## src/rtl/instr_prefetch_buf_pkg.sv

```systemverilog
// Shared types for the instruction prefetch buffer.
// Entry layout, memory port constants and FSM states.
package instr_prefetch_pkg;

  localparam int INSTR_WIDTH = 32;
  localparam int IPB_ADDR_WIDTH = 16;
  localparam logic [3:0] MEM_BE_ALL = 4'hF;

  typedef logic [INSTR_WIDTH-1:0] word_t;

  typedef enum logic {
    IDLE = 1'b0,
    RUN  = 1'b1
  } state_t;

  // Entry address width is fixed here; the top's ADDR_WIDTH must match.
  typedef struct packed {
    logic [IPB_ADDR_WIDTH-1:0] addr;
    word_t                     rdata;
  } entry_t;

  function automatic logic [IPB_ADDR_WIDTH-1:0] word_align(
    input logic [IPB_ADDR_WIDTH-1:0] a
  );
    return {a[IPB_ADDR_WIDTH-1:2], 2'b00};
  endfunction

endpackage

```

## src/rtl/instr_prefetch_buf_fifo.sv

```systemverilog
// Small synchronous FIFO holding fetched words with their addresses.
// Flush beats push; push when full and pop when empty are ignored.
module prefetch_fifo #(
  parameter int  DEPTH   = 4,
  parameter type entry_t = logic [31:0],
  localparam int AW      = $clog2(DEPTH),
  localparam int CW      = AW + 1
) (
  input  logic          clk,
  input  logic          rst,
  input  logic          push_i,
  input  entry_t        data_i,
  input  logic          pop_i,
  input  logic          flush_i,
  output entry_t        head_o,
  output logic [CW-1:0] count_o
);

  entry_t        mem [DEPTH];
  logic [AW-1:0] wr_ptr;
  logic [AW-1:0] rd_ptr;
  logic [CW-1:0] count_q;
  logic          do_push;
  logic          do_pop;

  assign do_push = push_i & ~flush_i
                 & (count_q != CW'(DEPTH));
  assign do_pop  = pop_i & ~flush_i
                 & (count_q != '0);

  always_ff @(posedge clk) begin
    if (do_push & ~rst) begin
      mem[wr_ptr] <= data_i;
    end
  end

  always_ff @(posedge clk) begin
    if (rst | flush_i) begin
      wr_ptr  <= '0;
      rd_ptr  <= '0;
      count_q <= '0;
    end else begin
      if (do_push) begin
        wr_ptr <= wr_ptr + AW'(1);
      end
      if (do_pop) begin
        rd_ptr <= rd_ptr + AW'(1);
      end
      unique case ({do_push, do_pop})
        2'b10:   count_q <= count_q + CW'(1);
        2'b01:   count_q <= count_q - CW'(1);
        default: count_q <= count_q;
      endcase
    end
  end

  assign head_o  = mem[rd_ptr];
  assign count_o = count_q;

endmodule

```

## src/rtl/instr_prefetch_buf.sv

```systemverilog
// Sequential instruction prefetcher with credit-limited issue.
// Buffers RAM words for the fetch stage; redirects flush everything.
module instr_prefetch_buf
  import instr_prefetch_pkg::*;
#(
  parameter int ADDR_WIDTH = IPB_ADDR_WIDTH,
  parameter int DEPTH      = 4,
  parameter logic [ADDR_WIDTH-1:0] BOOT_ADDR = '0
) (
  input  logic                  clk,
  input  logic                  rst,
  input  logic                  fetch_en_i,
  input  logic                  branch_i,
  input  logic [ADDR_WIDTH-1:0] branch_addr_i,
  output logic                  instr_valid_o,
  input  logic                  instr_ready_i,
  output logic [31:0]           instr_rdata_o,
  output logic [ADDR_WIDTH-1:0] instr_addr_o,
  output logic                  mem_en_o,
  output logic [ADDR_WIDTH-1:0] mem_addr_o,
  output logic                  mem_we_o,
  output logic [3:0]            mem_be_o,
  output logic [31:0]           mem_wdata_o,
  input  logic [31:0]           mem_rdata_i,
  output logic                  busy_o
);

  localparam int CW = $clog2(DEPTH) + 1;
  localparam int UW = CW + 1;

  state_t                state_q;
  logic [ADDR_WIDTH-1:0] next_addr_q;
  logic [ADDR_WIDTH-1:0] issue_addr_q;
  logic [ADDR_WIDTH-1:0] target;
  logic                  inflight_q;
  logic                  kill;
  logic                  issue;
  logic                  push;
  logic                  pop;
  logic [CW-1:0]         count;
  logic [UW-1:0]         used;
  entry_t                head;
  entry_t                push_entry;

  assign target = {branch_addr_i[ADDR_WIDTH-1:2], 2'b00};

  // Buffered plus in-flight words bound issue, so push never hits full.
  assign used  = UW'(count) + UW'(inflight_q);
  assign issue = (state_q == RUN) & ~branch_i
               & (used < UW'(DEPTH));

  // A redirect kills the word returning this cycle.
  assign kill = branch_i;
  assign push = inflight_q & ~kill;
  assign pop  = instr_valid_o & instr_ready_i;

  always_comb begin
    push_entry       = '0;
    push_entry.addr  = IPB_ADDR_WIDTH'(issue_addr_q);
    push_entry.rdata = mem_rdata_i;
  end

  always_ff @(posedge clk) begin
    if (rst) begin
      state_q      <= IDLE;
      next_addr_q  <= BOOT_ADDR;
      issue_addr_q <= BOOT_ADDR;
      inflight_q   <= 1'b0;
    end else begin
      unique case (state_q)
        IDLE:    if (fetch_en_i) state_q <= RUN;
        RUN:     if (!fetch_en_i) state_q <= IDLE;
        default: state_q <= IDLE;
      endcase
      unique case (1'b1)
        branch_i: next_addr_q <= target;
        issue:    next_addr_q <= next_addr_q
                               + ADDR_WIDTH'(4);
        default:  next_addr_q <= next_addr_q;
      endcase
      if (issue) begin
        issue_addr_q <= next_addr_q;
      end
      inflight_q <= issue;
    end
  end

  prefetch_fifo #(
    .DEPTH   (DEPTH),
    .entry_t (entry_t)
  ) u_fifo (
    .clk     (clk),
    .rst     (rst),
    .push_i  (push),
    .data_i  (push_entry),
    .pop_i   (pop),
    .flush_i (branch_i),
    .head_o  (head),
    .count_o (count)
  );

  assign instr_valid_o = (count != '0);
  assign instr_rdata_o = head.rdata;
  assign instr_addr_o  = ADDR_WIDTH'(head.addr);

  assign mem_en_o    = issue;
  assign mem_addr_o  = next_addr_q;
  assign mem_we_o    = 1'b0;
  assign mem_be_o    = MEM_BE_ALL;
  assign mem_wdata_o = '0;

  assign busy_o = inflight_q | (count != '0);

endmodule
```

## config.mk

```make
export PLATFORM = sky130hd
export DESIGN_NAME = instr_prefetch_buf
export DESIGN_NICKNAME = d
export VERILOG_FILES = /design/src/rtl/instr_prefetch_buf_pkg.sv /design/src/rtl/instr_prefetch_buf_fifo.sv /design/src/rtl/instr_prefetch_buf.sv
export SDC_FILE = /design/constraint.sdc
export NUM_CORES = 1
export LEC_CHECK = 0
export CORE_ASPECT_RATIO = 1.1
export CORE_UTILIZATION = 40
export CTS_CLUSTER_DIAMETER = 80
export DETAILED_ROUTE_END_ITERATION = 10
export RECOVER_POWER = 50
export SLEW_MARGIN = 10
export SYNTH_ARGS = -nofsm -noshare
export SYNTH_HDL_FRONTEND = slang
export SYNTH_HIERARCHICAL = 1
export SYNTH_SLANG_ARGS = --single-unit
```

## constraint.sdc

```tcl
create_clock -name clk -period 7 [get_ports clk]
set_clock_uncertainty 0.1 [all_clocks]
set_input_delay 1.4 -clock clk [delete_from_list [all_inputs] [get_ports clk]]
set_output_delay 1.4 -clock clk [all_outputs]
set_load 0.02 [all_outputs]
```

* After elaboration in Yosys (flattened, before gate mapping)
Memory sizes are Yosys's and may differ from the RTL's. A register that Yosys moved wholly into a read port is not among the register bits. Cells that the tools add are included. W data, S select, Z words.
Cells by class: equality and inequality tests 3, muxes and demuxes 7, bitwise operators 13, magnitude comparators 1, reduce and logical (&&, ||, !) cells 3, add/subtract/negate cells 6
Operators by type and width (count):
- $pmux W16 S2 | 1
- $add A16 B3 Y16 const B | 1
- $and A1 B1 Y1 | 9
- $pmux W3 S2 | 1
- $add A2 B1 Y2 const B | 2
- $add A3 B1 Y4 | 1
- $lt A4 B3 Y1 const B | 1
- $mux W2 | 2
- $reduce_bool A2 Y1 | 2
- $add A3 B1 Y3 const B | 1
- $mux W1 | 3
- $ne A3 B3 Y1 const B | 1
- $reduce_bool A3 Y1 | 1
- $sub A3 B1 Y3 const B | 1
- $eq A2 B1 Y1 const B | 1
- $eq A2 B2 Y1 const B | 1
- $not A1 Y1 | 2
- $or A1 B1 Y1 | 2
Storage, ports and cells: bits in registers 41, memories 1, memory bits (writable) 192, input bits 53
Memory list:
- u_fifo.mem | words 4, bits a word 48, rd ports 1, clocked after Yosys merged registers in 1, wr ports 1, line instr_prefetch_buf_fifo.sv:19 | entry_t mem [DEPTH];

* Depth between registers and ports, before layout
Gate-level depths: netlist (run 1).
depth in word-level cells 7, mapped depth 11, mapped depth without buffers 9

* Modules after synthesis
Netlist (run 1), hierarchy kept.
Modules (own cells, without submodules):
- prefetch_fifo | sequential area each 5945.7 um2, area an instance 7417.1 um2, instances 1, cells each 305
- instr_prefetch_buf | sequential area each 600.6 um2, area an instance 1724.2 um2, instances 1, cells each 221

* Worst setup path after synthesis (run 1)
OpenSTA, ideal clock, no wires.
kind in2out, from input port branch_i, to output port mem_en_o, data required time 5500 ps, buffers on the path 1, stages on the path 4, arrival time 2301 ps, path slack 3199 ps, cells stage by stage nor3b_1 -> nand2_1 -> clkinv_1 -> buf_1
Between the ends: cells in the longest elaborated chain, start to end 3
Ends and longest elaborated chain:
- start: declaration | line instr_prefetch_buf.sv:13 | input logic branch_i,
- $not A1 Y1 | line instr_prefetch_buf.sv:49 | assign issue = (state_q == RUN) & ~branch_i
- $and A1 B1 Y1 | line instr_prefetch_buf.sv:49
- $and A1 B1 Y1 | line instr_prefetch_buf.sv:50 | & (used < UW'(DEPTH));
- end: declaration | line instr_prefetch_buf.sv:19 | output logic mem_en_o,
No other way between the ends.

* Worst setup path after layout (run 1)
Same ends and word-level chain as after synthesis.

==> results.md, run 1 <==
- The first detailed-routing pass ran for 4 iterations.
- Global routing finished with a remaining overflow of 0.
- After layout, the worst path uses 82.2% of the clock period.
- The clock input transition at the sequential cells of the worst setup and hold paths is 60 ps.
- The number of global-route vias before repair was 5106.
- The smallest setup slack after layout is 1240 ps.
- Data on the critical path is required at its endpoint by 5500 ps.
- The overall die area is 23500 µm².
- The highest achievable clock rate is 174 MHz.
- The max-slew violation total from the final report is 66.
- The multi-input combinational cells in the finished layout cover a total of 2290 µm².
- The worst setup path is launched from an input port.
- The worst hold path was traced through 2 stages.
- Counting flops with an async set or reset pin after synthesis yields a share of 0%.
- The TritonCTS sink count is 231.
- In this run the critical register-to-register path is launched from u_fifo/count_o[0].
- The worst setup path is captured at an output pin.
- The count of input and output buffers is 115.
- The synthesized flop and latch total is 231.
- The cell type of the slowest stage on the worst timing path is sky130_fd_sc_hd__clkbuf_1.
- The initial antenna violation count is 0.
- The run finished, with violations left.
- The routed via count is 4891.
- In the final design database the tool counted 719 nets.
- Once detail routing completed, the nets flagged for antenna violations numbered 0.
- Measured in cells, the most critical reg-to-reg path has a length of 4.
- Clock latency on the worst-skew pair, taken at its later pin, is 500 ps.
- The sequential share of the synthesized area is 71.6%.
- The count of routing violations after the opening detailed-route iteration is 270.
- The setup check on the worst reg-to-reg path leaves a slack of 3790 ps.
- For hold timing, the worst endpoint is u_fifo/wr_ptr[1].
- The worst-case clock buffer depth is 3.
- The number of I/O pins is 157.
- The starting density of the core is 41.1%.
- In this run the worst hold path is classified as register to register.
- The worst setup path is of the input port to output pin kind.
- The worst pin sits at a relative slew slack of -13.6%.
- The first global-routing pass estimated 27.2 mm of wire.
- The final weighted congestion in routability-driven placement is 0.832.
- The synthesized area divided by synthesized cell count is 17.4 µm².
- The count of flip-flops with a built-in enable after synthesis is 192.
- The number of hold-slack violations in the final timing report is 0.
- The critical path goes through dlygate4sd3_1 -> buf_4 -> nor3b_1 -> nand2_1 -> clkinv_1 -> clkbuf_1 -> clkdlybuf4s50_1.
- In this run the horizontal extent of the chip is 146 µm.
- The library cell used most frequently in the layout, excluding fill and tap cells, is sky130_fd_sc_hd__edfxtp_1.
- In this design, the stage delay of the slowest critical-path cell is 810 ps.
- The total power of the final layout is 2850 µW.
- The minimum clock period after layout is 5760 ps.
- IR analysis of the VDD net gives a maximum drop of 0.000130 V.
- Of the cells placed in the final design, the portion with a size suffix greater than 1 is 14.3%.
- The largest net degree at the start of global routing is 49.
- The endpoint of the most critical register-to-register path is u_fifo/mem[3][22].
- The total setup buffers inserted after CTS is 0.
- The total wire length after detailed routing is 17.2 mm.
- The number of buffers added to fix hold violations after cts is 0.
- TritonCTS built the clock tree.
- The final reports fail on max-capacitance violations, max-slew violations.
- Dividing total power by cell area gives a power density of 253 nW/µm².
- Max-cap violations in this run came to 2.
- Global routing used 14.8% of the available tracks across all layers.
- In the synthesized netlist the dominant register cell turns out to be sky130_fd_sc_hd__edfxtp_1.
- The total negative slack is 0 ps.
- The number of rows in the core area is 57.
- Setup violations remaining at the end of the flow were counted as 0.
- The layout-stage area growth over the synthesis result is 23.2%.
- Cells fill 50.6% of the core in the end.
- Of all nets on the critical path, the largest fanout is 30.
- Setup repair after global routing left no endpoint under its margin.
- After synthesis the cells add up to 9140 µm².
- The number of distinct library cells after synthesis is 53.
- In the layout the commonest cells are sky130_fd_sc_hd__edfxtp_1, sky130_fd_sc_hd__clkdlybuf4s50_1, sky130_fd_sc_hd__dlygate4sd3_1.
- The slew of the pin with the lowest slew margin is 1700 ps.
- In the routed layout, each cell is associated on average with a via count of 5.03.
- The number of H-tree levels is 1.
- The number of inserted filler cells in the final layout is 1865.
- The die is 161 µm tall.
- The HPWL after detailed placement is 10.3 mm.
- The static leakage is 0.00374 µW.
- The final routed wire length divided by cell count is 17.7 µm.
- The worst hold path begins at u_fifo/wr_ptr[1].
- The number of instances resized during post-cts repair is 0.
- Data arrives at the worst endpoint at 4260 ps.
- In this run, CTS created clock tree buffers numbering 24.
- In the synthesized netlist, the number of instances is 526.
- The warning count from the yosys run is 6.
- The root buffer cell is sky130_fd_sc_hd__clkbuf_16.
- The number of buffer and inverter instances along the worst setup path is 5.
- The count of unresolved DRC violations after routing is 0.
- The core area is 22300 µm².
- The sequential cells in the finished layout cover a total of 6550 µm².
- The cell family with the largest share of critical-path delay is buffers and inverters.
- The worst setup slack before clock tree synthesis is 2050 ps.
-- how the worst max path moves through the flow --
stage	slack, ps	endpoint	startpoint	depth (start not counted)
2_1_floorplan	3200	mem_en_o	branch_i	4
3_3_place_gp	2060	mem_en_o	branch_i	7
3_5_place_dp	2050	mem_en_o	branch_i	7
4_1_cts	2050	mem_en_o	branch_i	7
5_1_grt	1000	mem_en_o	branch_i	7
6_report	1240	mem_en_o	branch_i	7
-- sequential cells by signal, indices dropped and copies added (netlist names), named ones only --
name            count
issue_addr_q       14
u_fifo/count_o      3
u_fifo/mem        192
mem_addr_o         14
state_q             1
inflight_q          1
u_fifo/rd_ptr       2
u_fifo/wr_ptr       2
-- synth_stat cells (3+ instances only) --
cell type | n | share of area (%)
sky130_fd_sc_hd__a21oi_1 | 23 | 1.3
sky130_fd_sc_hd__a311oi_1 | 3 | 0.29
sky130_fd_sc_hd__a31oi_1 | 8 | 0.55
sky130_fd_sc_hd__and2_1 | 3 | 0.21
sky130_fd_sc_hd__and3_1 | 9 | 0.62
sky130_fd_sc_hd__buf_2 | 8 | 0.44
sky130_fd_sc_hd__buf_4 | 42 | 3.4
sky130_fd_sc_hd__buf_6 | 3 | 0.37
sky130_fd_sc_hd__clkbuf_1 | 6 | 0.25
sky130_fd_sc_hd__dfxtp_1 | 39 | 8.5
sky130_fd_sc_hd__edfxtp_1 | 192 | 63
sky130_fd_sc_hd__ha_1 | 6 | 0.82
sky130_fd_sc_hd__inv_1 | 12 | 0.49
sky130_fd_sc_hd__mux2i_1 | 5 | 0.55
sky130_fd_sc_hd__mux4_2 | 48 | 12
sky130_fd_sc_hd__nand2_1 | 45 | 1.8
sky130_fd_sc_hd__nand3_1 | 4 | 0.22
sky130_fd_sc_hd__nand4_1 | 7 | 0.48
sky130_fd_sc_hd__nor2_1 | 6 | 0.25
sky130_fd_sc_hd__nor2b_1 | 4 | 0.27
sky130_fd_sc_hd__nor3_1 | 6 | 0.33
sky130_fd_sc_hd__or3_1 | 5 | 0.34
sky130_fd_sc_hd__or4_1 | 4 | 0.33
-- cell families (layout without fill, tap and decap cells) --
kind of cell | Yosys count | in the layout | share of synthesized area, %
simple gates | 106 | 106 | 6.09
fa+ha+maj | 7 | 7 | 1.04
flops | 231 | 231 | 71.6
xor+xnor | 2 | 2 | 0.192
compound gates | 50 | 50 | 3.44
mux | 53 | 53 | 12.4
other cells | 2 | 48 | 0.0822
buf+inv | 75 | 180 | 5.17
-- per-stage QoR --
stage                     std cells  hold slack [ps]  instance area (µm²)
after floorplan                 571              360                 9310
after global placement          928              372                10500
after detailed placement        928              390                10500
after CTS                       971              400                11300
after global routing            971              427                11300
final                           972              406                11300
-- tightest hold or removal path: cells and delay by family (launching register included) --
family / cells / cell delay (ps)
AO/OA/AOI/OAI: 1 / 60
flip-flops: 1 / 340
AND/OR/NAND/NOR: 1 / 60
-- power breakdown --
part / leakage (µW) / switching, µW / internal [µW]
registers: 0.00211 / 12.4 / 1490
logic: 0.00125 / 59.2 / 39.5
clock network: 0.000380 / 489 / 758
total: 0.00374 / 561 / 2290
-- layout make-up --
cell class,instances,share of cell area [%]
tap,295,3.28
multi-input combinational,265,20.4
antenna,1,0.0222
timing repair buffer,124,10.7
sequential,231,58.2
clock inverter,16,1.38
inverter,13,0.433
clock buffer,27,5.62
-- metal layers --
metal / routed length, µm / vias to the layer above / global-route usage [%]
met5: 0 / - / 0
met1: 7500 / 2463 / 19.9
met2: 8380 / 157 / 24.5
li1: - / 2246 / -
met4: 269 / 0 / 4.07
met3: 1010 / 25 / 3.01
No activity file was read; power rests on OpenSTA's default activity.
==> inputs of run 2 (changes only) <==
- clock period: 7 -> 5.4 ns (I/O delays scaled with it)
==> results.md, run 2 (synthesized netlist as in run 1, its figures left out) <==
- Setup violations remaining at the end of the flow were counted as 0.
- For this run, global-route usage on met2 was measured as 24.2%.
- In this design, the stage delay of the slowest critical-path cell is 600 ps.
- Counting along the longest clock path gives a buffer depth of 3.
- The fraction of layout instances using a drive strength above 1 is 14.3%.
- For this design the ratio of total power to cell area is 320 nW/µm².
- The count of input and output buffers is 115.
- The final routed wire length divided by cell count is 17.4 µm.
- The destination of the worst hold path is issue_addr_q[15].
- After layout, the worst path uses 79.4% of the clock period.
- Setup repair after global routing left no endpoint under its margin.
- In the final design database the tool counted 721 nets.
- The arrival time of data at the critical path endpoint is 3110 ps.
- The detailed router placed 4889 vias in this run.
- Measured in cells, the most critical reg-to-reg path has a length of 9.
- CTS built an H-tree with a depth of 1.
- The wire length of the first global-routing pass is 26.8 mm.
- In the routed design, unresolved DRC markers number 0.
- For the worst setup path, the data required time is 4220 ps.
- The run finished with clean final reports.
- The library cell used most frequently in the layout, excluding fill and tap cells, is sky130_fd_sc_hd__edfxtp_1.
- Once the floorplan was initialized, standard cells occupied 41.1% of the core.
- The max-cap check violation count is 0.
- The number of rows in the core area is 57.
- The vertical extent of the die is 161 µm.
- The static leakage is 0.00370 µW.
- In the global route stage, met1 resource usage came out at 19.6%.
- The post-route antenna net violation count is 0.
- The number of buffer and inverter instances along the worst setup path is 4.
- The element type at the critical path start is an input port.
- The combined global-route utilization of all metal layers is 14.6%.
- TritonCTS built the clock tree.
- In this run the tightest slew margin relative to its limit is 1.47%.
- The total setup buffers inserted after CTS is 0.
- The number of buffers created by CTS is 23.
- Dividing the detail-routed via count by the number of cells gives 5.02.
- Hold timing on the final database bottoms out at a slack of 395 ps.
- The number of global-route vias before repair is 5078.
- The detailed router finished its first iteration with 300 violations.
- The startpoint identified for the worst hold timing path is issue_addr_q[15].
- Once the clock tree was built, the resizer swapped 0 gates to a different size.
- The cell type of the slowest stage on the worst timing path is sky130_fd_sc_hd__clkdlybuf4s50_1.
- The number of stages on the worst hold path is 2.
- The overall die area is 23500 µm².
- Clock tree synthesis selected as its root buffer the cell sky130_fd_sc_hd__clkbuf_16.
- The max-slew violation total from the final report came to 0.
- Buffers inserted to repair hold after CTS numbered 0.
- The die extent in x is 146 µm.
- For the worst-skew pair, the clock arrives at the later sink with an insertion delay of 500 ps.
- The initial antenna violation count is 0.
- Timing would allow up to 233 MHz.
- The endpoint of the most critical register-to-register path is u_fifo/count_o[2].
- The half-perimeter wire length after placement is 10.5 mm.
- The number of hold-slack violations in the final timing report is 0.
- The minimum clock period after layout is 4290 ps.
- The clock input transition at the sequential cells of the worst setup and hold paths is 50 ps.
- STA classifies the critical path endpoint as an output pin.
- The number of diodes added for antenna fixing is 0.
- For the pin with the worst max-slew slack, the measured transition is 1480 ps.
- The final weighted congestion in routability-driven placement is 0.848.
- The layer with the highest usage after global routing is met2.
- The core area is 22300 µm².
- The total negative slack is 0 ps.
- The worst reg-to-reg setup slack is 2550 ps.
- 157 I/O pins were placed.
- The layout-stage area growth over the synthesis result is 22.8%.
- The critical path goes through dlygate4sd3_1 -> buf_4 -> nor3b_1 -> nand2_1 -> clkinv_1 -> clkdlybuf4s50_1.
- Before antenna repair, the detailed router went through 4 iterations.
- The origin of the critical flop-to-flop path is u_fifo/count_o[0].
- In the global route stage, met3 resource usage came out at 3.13%.
- The cell family with the largest share of critical-path delay is buffers and inverters.
- The register with the highest flop count is u_fifo/mem.
- The number of flip-flops in the largest register is 192.
- VDD sags by at most 0.000140 V.
- The largest net degree at the start of global routing is 49.
- For this design, the sink count on the clock tree is 231.
- The top cell types in the final layout, fill and taps aside, are sky130_fd_sc_hd__edfxtp_1, sky130_fd_sc_hd__clkdlybuf4s50_1, sky130_fd_sc_hd__mux4_2.
- The type of the worst setup path is input port to output pin.
- The min-delay analysis places its worst path in the category register to register.
- The total wire length after detailed routing is 16.9 mm.
- The aggregate global routing overflow is 0.
- Of all nets on the critical path, the largest fanout is 30.
[run 2: layer usage]
metal  wire length [µm]  share of wire (%)
met3               1100                6.5
met2               8150                 48
met1               7300                 43
met4                331                2.0
met5                  0                  0
[run 2: worst min-delay path, delay by kind of cell, from the launching register on]
| family | cells | cell delay, ps |
|---|---|---|
| AOI/OAI and AO/OA | 1 | 50 |
| DFF | 1 | 330 |
| and+or+nand+nor | 1 | 60 |
[run 2: power by group]
group,internal [µW],switching (µW)
clock,905,605
combinational,53.4,76.7
sequential,1930,16.1
[run 2: area by class of cell]
type	instances	area, µm²
Fill cell	1882	11000
Inverter	13	48.8
Multi-Input combinational cell	265	2290
Clock inverter	5	51.3
Sequential cell	231	6550
Tap cell	295	369
Timing Repair Buffer	127	1230
Clock buffer	37	678
[run 2: worst max-delay path by stage]
stage,cells after the start,slack [ps],from,endpoint
floorplan,5,2090,branch_i,u_fifo/mem[0][0]
global placement,6,1300,branch_i,mem_en_o
detailed placement,6,1270,branch_i,mem_en_o
CTS,6,1260,branch_i,mem_en_o
global route,6,1020,branch_i,mem_en_o
finish,6,1110,branch_i,mem_en_o
[run 2: per-stage QoR]
| step | instance area [µm²] | setup slack, ps | power [µW] | instances | utilization [%] |
|---|---|---|---|---|---|
| 6_report | 11200 | 1110 | 3590 | 973 | 50.4 |
| 5_1_grt | 11200 | 1020 | 3710 | 973 | 50.4 |
| 2_1_floorplan | 9310 | 2090 | 2070 | 571 | - |
| 3_3_place_gp | 10500 | 1300 | 2120 | 931 | 47.2 |
| 3_5_place_dp | 10500 | 1270 | 2120 | 931 | 47.2 |
| 4_1_cts | 11200 | 1260 | 3640 | 973 | 50.5 |
